<file path="src/rtl/alu_seq_pkg.sv">
// Shared state encoding, ALU op codes and decode constants for the ALU sequencer.
// Macro ALU_SEQ_STEP_EN adds the WAIT_STEP single-step state.
package alu_seq_pkg;

  typedef enum logic [2:0] {
    S_IDLE,
    S_FETCH,
    S_DECODE,
    S_EXEC,
    S_WB,
    S_HALTED
`ifdef ALU_SEQ_STEP_EN
    , S_WAIT_STEP
`endif
  } state_t;

  localparam logic [3:0] ALU_ADD  = 4'b0000;
  localparam logic [3:0] ALU_SUB  = 4'b0001;
  localparam logic [3:0] ALU_AND  = 4'b0010;
  localparam logic [3:0] ALU_OR   = 4'b0011;
  localparam logic [3:0] ALU_XOR  = 4'b0100;
  localparam logic [3:0] ALU_NOT  = 4'b0101;
  localparam logic [3:0] ALU_SHL  = 4'b0110;
  localparam logic [3:0] ALU_SHR  = 4'b0111;
  localparam logic [3:0] ALU_ROL  = 4'b1000;
  localparam logic [3:0] ALU_ROR  = 4'b1001;
  localparam logic [3:0] ALU_INC  = 4'b1010;
  localparam logic [3:0] ALU_DEC  = 4'b1011;
  localparam logic [3:0] ALU_HALT = 4'b1100;

  localparam logic [3:0] HALT_CODE   = ALU_HALT;
  localparam logic [3:0] ILLEGAL_MIN = 4'b1101;

  function automatic logic is_illegal(input logic [3:0] code);
    return code >= ILLEGAL_MIN;
  endfunction

endpackage

</file>
<file path="src/rtl/alu_seq_pc.sv">
// Program counter (wrapping) and retired-instruction counter (saturating).
module alu_seq_pc #(
  parameter int PC_W  = 8,
  parameter int CNT_W = 16
) (
  input  logic             clk,
  input  logic             rst,
  input  logic             pc_inc,
  input  logic             cnt_inc,
  output logic [PC_W-1:0]  pc,
  output logic [CNT_W-1:0] instr_cnt
);

  always_ff @(posedge clk or posedge rst) begin
    if (rst) begin
      pc        <= '0;
      instr_cnt <= '0;
    end else begin
      if (pc_inc)
        pc <= pc + PC_W'(1);
      // Counter sticks at all-ones rather than rolling over.
      if (cnt_inc && (instr_cnt != {CNT_W{1'b1}}))
        instr_cnt <= instr_cnt + CNT_W'(1);
    end
  end

endmodule

</file>
<file path="src/rtl/alu_seq_ctrl.sv">
// Multi-cycle fetch/decode/execute/writeback sequencer driving the ALU-op decoder and register file.
// Macro ALU_SEQ_STEP_EN adds the step input and holds after each writeback until step=1.
module alu_seq_ctrl
  import alu_seq_pkg::*;
#(
  parameter int         PC_W      = 8,
  parameter int         CNT_W     = 16,
  parameter logic [3:0] HALT_CODE = alu_seq_pkg::HALT_CODE
) (
  input  logic             clk,
  input  logic             rst,
`ifdef ALU_SEQ_STEP_EN
  input  logic             step,
`endif
  input  logic             start,
  input  logic             mem_ack,
  input  logic [7:0]       mem_data,
  output logic             mem_req,
  output logic [PC_W-1:0]  pc,
  output logic [3:0]       alu_code,
  output logic             alu_en,
  output logic [3:0]       rf_addr,
  output logic             rf_we,
  output logic             busy,
  output logic             halted,
  output logic             illegal,
  output logic [CNT_W-1:0] instr_cnt
);

  state_t     state, nxt;
  logic [7:0] ir;
  logic       pc_inc, cnt_inc;
  logic [3:0] ir_code;

  assign ir_code = ir[7:4];

  always_comb begin
    nxt     = state;
    pc_inc  = 1'b0;
    cnt_inc = 1'b0;
    case (state)
      S_IDLE:   if (start) nxt = S_FETCH;
      S_FETCH:  if (mem_ack) nxt = S_DECODE;
      S_DECODE: begin
        if (ir_code == HALT_CODE) begin
          nxt     = S_HALTED;
          cnt_inc = 1'b1;
        end else if (is_illegal(ir_code)) begin
          nxt    = S_FETCH;
          pc_inc = 1'b1;
        end else begin
          nxt = S_EXEC;
        end
      end
      S_EXEC:   nxt = S_WB;
      S_WB: begin
        pc_inc  = 1'b1;
        cnt_inc = 1'b1;
`ifdef ALU_SEQ_STEP_EN
        nxt = S_WAIT_STEP;
`else
        nxt = S_FETCH;
`endif
      end
`ifdef ALU_SEQ_STEP_EN
      S_WAIT_STEP: if (step) nxt = S_FETCH;
`endif
      S_HALTED: nxt = S_HALTED;
      default:  nxt = S_IDLE;
    endcase
  end

  always_ff @(posedge clk or posedge rst) begin
    if (rst) begin
      state    <= S_IDLE;
      ir       <= '0;
      alu_code <= '0;
      rf_addr  <= '0;
      illegal  <= 1'b0;
    end else begin
      state <= nxt;
      if (state == S_FETCH && mem_ack)
        ir <= mem_data;
      // alu_code/rf_addr hold from DECODE through WB for the downstream decoder.
      if (state == S_DECODE) begin
        alu_code <= ir_code;
        rf_addr  <= ir[3:0];
        if (ir_code != HALT_CODE && is_illegal(ir_code))
          illegal <= 1'b1;
      end
    end
  end

  alu_seq_pc #(
    .PC_W  (PC_W),
    .CNT_W (CNT_W)
  ) u_pc (
    .clk       (clk),
    .rst       (rst),
    .pc_inc    (pc_inc),
    .cnt_inc   (cnt_inc),
    .pc        (pc),
    .instr_cnt (instr_cnt)
  );

  assign mem_req = (state == S_FETCH);
  assign alu_en  = (state == S_EXEC);
  assign rf_we   = (state == S_WB);
  assign halted  = (state == S_HALTED);
  assign busy    = (state != S_IDLE) && (state != S_HALTED);

endmodule

</file>
<file path="config.mk">
export PLATFORM = sky130hd
export DESIGN_NAME = alu_seq_ctrl
export DESIGN_NICKNAME = d
export VERILOG_FILES = /design/src/rtl/alu_seq_pkg.sv /design/src/rtl/alu_seq_pc.sv /design/src/rtl/alu_seq_ctrl.sv
export SDC_FILE = /design/constraint.sdc
export NUM_CORES = 1
export LEC_CHECK = 0
export ABC_CLOCK_PERIOD_IN_PS = 3000
export BUFFER_PORTS_ARGS = -buffer_cell sky130_fd_sc_hd__buf_2
export CAP_MARGIN = 40
export CORE_AREA = 2 2 66 68
export DETAILED_ROUTE_END_ITERATION = 7
export DIE_AREA = 0 0 68 70
export PLACE_DENSITY = 0.71
export SETUP_SLACK_MARGIN = 0.2
export SLEW_MARGIN = 5
export SYNTH_ARGS = -nofsm -noshare
export SYNTH_HDL_FRONTEND = slang
export SYNTH_HIERARCHICAL = 1
export SYNTH_SLANG_ARGS = --single-unit
</file>
<file path="constraint.sdc">
create_clock -name clk -period 3 [get_ports clk]
set_clock_uncertainty 0.15 [all_clocks]
set_input_delay 0.15 -clock clk [delete_from_list [all_inputs] [get_ports clk]]
set_output_delay 0.15 -clock clk [all_outputs]
set_load 0.02 [all_outputs]
</file>
# After elaboration in Yosys (flattened, before gate mapping)
# Index checks and enable logic that the tools add are counted.
[classes]
eq_ne = 11
addsub = 2
reduce_logical = 8
mux = 10
n_lt_le_gt_ge = 1
[ops]
columns = ["operator", "n"]
rows = [
  ["case mux 3 bit (6 select lines)", 1],
  ["adder 16 x 1 -> 16 bit, second input constant", 1],
  ["!= test 16 bit, second input constant", 1],
  ["two-way mux 3 bit", 3],
  ["adder 8 x 1 -> 8 bit, second input constant", 1],
  ["equality test 3 x 2 -> 1 bit, second input constant", 2],
  ["equality test 3 bit, second input constant", 2],
  ["equality test 4 bit, second input constant", 1],
  ["greater-or-equal comparator 4 bit, second input constant", 1],
  ["logical AND 1 bit", 4],
  ["!= test 2 bit, second input constant", 2],
  ["!= test 4 bit, second input constant", 1],
  ["case mux 1 bit (2 select lines)", 2],
  ["AND reduction 2 bit", 2],
  ["equality test 3 x 1 -> 1 bit, second input constant", 1],
  ["zero test 3 bit", 1],
  ["two-way mux 1 bit", 3],
  ["!= test 3 bit, second input constant", 1],
  ["nonzero test 3 bit", 1],
  ["two-way mux 2 bit", 1],
]
[word_totals]
ff_bits = 44
wordCells = 39
output_inout_bits = 38
inputBits = 12

# Longest topological paths before layout
[logic_depth]
word_depth = 4
mapped_depth = 8
mapped_depth_nobuf = 6

# Hierarchy
# The synthesis kept the hierarchy.
[modules_own_cells]
columns = ["mod", "cells_each", "seq_area_each_um2", "n_inst", "area_each_um2"]
rows = [
  ["alu_seq_pc", 94, 600.6, 1, 1101.1],
  ["alu_seq_ctrl", 66, 500.5, 1, 908.4],
]

# Least setup slack after synthesis
# OpenSTA, ideal clock, no wires.
[synth_timing]
path_type = "register to register"
start = "register state[2]"
end = "register u_pc.instr_cnt[14]"
t_required_ps = 2725
arrival_ps = 2391
path_stages_with_launch = 9
period_less_slack_ps = 2665
path_buffers = 2
slack_ps = 335
setup_ps = 125
cell_sequence = "dfrtp_1 > buf_2 > or3b_4 > buf_6 > o31ai_1 > and4_1 > nand3_1 > nor3_1 > mux2_2"
[synth_between]
elab_chain_len = 3
elab_cells_between_ends = 4
cone_classes = "eq/ne (2); mux (1); reduce/logical (1)"
[synth_lines]
columns = ["element", "line_no", "source"]
rows = [
  ["start, declared", "alu_seq_ctrl.sv:30", "state_t state, nxt;"],
  ["start signal, assigned", "alu_seq_ctrl.sv:81", "state <= nxt;"],
  ["equality test 3 bit or equality test 3 x 2 -> 1 bit (tied branches)", "alu_seq_ctrl.sv:41", "case (state)"],
  ["case mux 1 bit (2 select lines) *", "alu_seq_ctrl.sv:41", ""],
  ["via cnt_inc", "alu_seq_ctrl.sv:32", "logic pc_inc, cnt_inc;"],
  ["logical AND 1 bit *", "alu_seq_pc.sv:22", "if (cnt_inc && (instr_cnt != {CNT_W{1'b1}}))"],
  ["end signal, assigned", "alu_seq_pc.sv:23", "instr_cnt <= instr_cnt + CNT_W'(1);"],
  ["end, declared", "alu_seq_pc.sv:11", "output logic [CNT_W-1:0] instr_cnt"],
]
# Mark *: on every way through the listed nets, which the timed path passes. The rest lies on a longest branch.
# A chain may end at the register's enable or synchronous reset.

# Worst setup path after layout
[layout_timing]
start = "register state[1]"
end = "register u_pc.instr_cnt[14]"
# The elaborated chain is that of the path after synthesis.

==> out/results.tsv <==
stage	metric	value	unit
cells_and_area	drive_gt1_frac	0.394	
logic_synthesis	synth_area	2010	um^2
die	rows	24	
logic_synthesis	synth_fp_nets	174	
clocking	post_cts_buffers	0	
flow_run	cap_violations	0	
detailed_routing	route.detailed.drc	0	
die	initial_utilization	0.485	
worst_setup_path	path_max_fanout	12	
sta	finalSetupTns	0	ps
global_routing	grt_usage	0.174	
power	powerDensity	858	nW/um^2
global_routing	grt_pass1_wl	6190	um
clocking	tritoncts	yes	
cells_and_area	final_cell_mix	buf_2, dfrtp_1, mux2_2, nor2_1, dlygate4sd3_1	
die	core_area	4140	um^2
worst_setup_path	critical-path-slowest-cell	or3b_4	
global_routing	gr-total-overflow	0	
logic_synthesis	ys.flop_type	dfrtp_1	
worst_setup_path	start_kind	flip-flop	
place	gp_congestion	0.815	
die	ios	50	
worst_setup_path	cp_cell_sequence	or3b_4, o31ai_2, and4_1, nand3_1, nor3_1, mux2_2	
cells_and_area	area_delta_synth_final	25.8	%
clocking	clk_pin_slew_worst_paths	80	ps
clocking	h-tree-depth	2	
global_routing	grt_pass1_vias	1375	
sta	min_period	2560	ps
sta	slew-limit-headroom	0.515	
die	dieArea	4760	um^2
detailed_routing	drtIter0Drc	76	
sta	fin_crit_sh	0.852	
logic_synthesis	yosysWarnings	6	
power	power	2170	uW
sta	worst_pin_slew	727	ps
worst_setup_path	max_stage_delay	530	ps
detailed_routing	viasPerCell	5.22	
cells_and_area	layout_commonest_cell	buf_2	
clocking	numCtsBuffers	5	
detailed_routing	detail-route-antenna-nets	0	
clocking	cts.sinks	44	
outcome	status	finished clean	
clocking	cts-root-buf	clkbuf_8	
logic_synthesis	synth_edf_count	0	
logic_synthesis	synth_seq_cells	44	
global_routing	antenna_found_initial	0	
sta	fmax	0.391	GHz
detailed_routing	wl_per_cell	13.0	um
power	p_leak	0.00130	uW
detailed_routing	routed_wl	3610	um
logic_synthesis	yosysUniqueCellTypes	39	
logic_synthesis	synthesis.instances	160	
worst_hold_path	whs_path_depth	3	
sta	setup_viol	0	
logic_synthesis	synthArstFlopShare	1.00	
cells_and_area	antenna_cells	0	
die	dieHeight	70	um
detailed_routing	vias	1450	
worst_setup_path	arrival	2590	ps
worst_setup_path	end_kind	flip-flop	
place	port_buffers	49	
sta	hold_viol_final	0	
clocking	worstSkewPairLatency	300	ps
worst_setup_path	worstSetupPathType	reg -> reg	
cells_and_area	nets	239	
detailed_routing	drt_pass1_iterations	4	
global_routing	grt_max_degree	22	
clocking	clock_path_buffers	2	
logic_synthesis	syn-mean-instance-area	12.6	um^2
worst_hold_path	hp-class	in -> reg	
worst_setup_path	reg2reg_depth	6	
power	ir_drop	0.513	mV
sta	rsz0062_at_grt	false	
die	die_w	68	um
worst_setup_path	cp.required	3040	ps
sta	drv_slew	0	
place	hpwlAfterDp	2580	um
logic_synthesis	yosysSeqAreaShare	0.548	
-- registers in the layout, summed over array words and instances, names as in the netlist --
register / cells
ir: 8
illegal: 1
state: 3
alu_code: 4
u_pc/instr_cnt: 16
rf_addr: 4
u_pc/pc: 8
-- cells in the mapped netlist (all sizes together) (2+ instances only) --
cell type / n / area share
nor2: 11 / 0.021
nand2b: 2 / 0.0062
ha: 2 / 0.012
o21ai: 2 / 0.0050
nand2: 7 / 0.013
xor2: 9 / 0.039
xnor2: 6 / 0.026
inv: 5 / 0.0093
nor3b: 2 / 0.0075
dfrtp: 44 / 0.55
a31oi: 2 / 0.0062
nor4b: 2 / 0.0087
a21oi: 4 / 0.010
nand4: 7 / 0.029
buf: 4 / 0.016
and4: 2 / 0.0087
or2: 2 / 0.0062
mux2: 21 / 0.13
nand3: 8 / 0.020
or3b: 2 / 0.010
nand3b: 2 / 0.0075
-- cells by family (layout without fill, tap and decap cells) --
| family | Yosys count | in the layout | synth area share |
|---|---|---|---|
| compound gates | 16 | 16 | 0.0548 |
| simple gates | 52 | 52 | 0.156 |
| xor+xnor | 15 | 15 | 0.0654 |
| flops | 44 | 44 | 0.548 |
| buf+inv | 9 | 75 | 0.0255 |
| mux | 22 | 22 | 0.138 |
| fa+ha+maj | 2 | 2 | 0.0125 |
-- area by class of cell --
type / count / area [um^2]
fill: 345 / 1620
sequential: 44 / 1100
multi-input combinational: 107 / 862
clock inverter: 2 / 10.0
inverter: 5 / 18.8
clock buffer: 6 / 82.6
tap: 52 / 65.1
timing repair buffer: 62 / 388
-- per-stage QoR --
stage	hold slack [ps]	area (um^2)	util	std cells	worst slack [ps]
6_report	21.2	2530	0.610	278	445
3_5_place_dp	-56.1	2330	0.562	260	348
4_1_cts	11.9	2520	0.609	278	346
5_1_grt	30.4	2530	0.610	278	274
2_1_floorplan	-36.2	2010	-	160	335
3_3_place_gp	169	2300	0.556	259	432
-- power by group --
group	switching (uW)	internal [uW]
sequential	178	780
combinational	420	415
clock	192	184
total	789	1380
-- critical path, delay by kind of cell, from the launching register on --
kind            cells  cell delay [ps]
compound gates      1              300
simple gates        4             1160
flops               1              480
mux                 1              350
-- path summary, 6_finish.rpt --
| path | slack (ps) | to | start |
|---|---|---|---|
| worst max-delay path | 440 | u_pc/instr_cnt[14] | state[1] |
| worst min-delay path | 20 | state[0] | start |
| worst max register to register | 440 | u_pc/instr_cnt[14] | state[1] |
| worst min register to register | 330 | u_pc/pc[7] | u_pc/pc[7] |
| max in group asynchronous | 1860 | alu_code[3] | rst |
| min in group asynchronous | 180 | u_pc/pc[5] | rst |
-- routing by layer --
layer,vias up,GRT usage,part of all wire
li1,701,-,-
met1,703,0.231,0.45
met2,40,0.262,0.48
met3,6,0.0676,0.059
met4,0,0.0533,0.014
met5,-,0,0
-- timing repair --
action / in CTS / in global routing
hold buffers: 10 / 0
hold endpoints to repair: 53 / 0
resized for setup: 0 / 1
endpoints found under the setup margin: 0 / 1
Note: power is estimated with default switching activity, not from simulation.
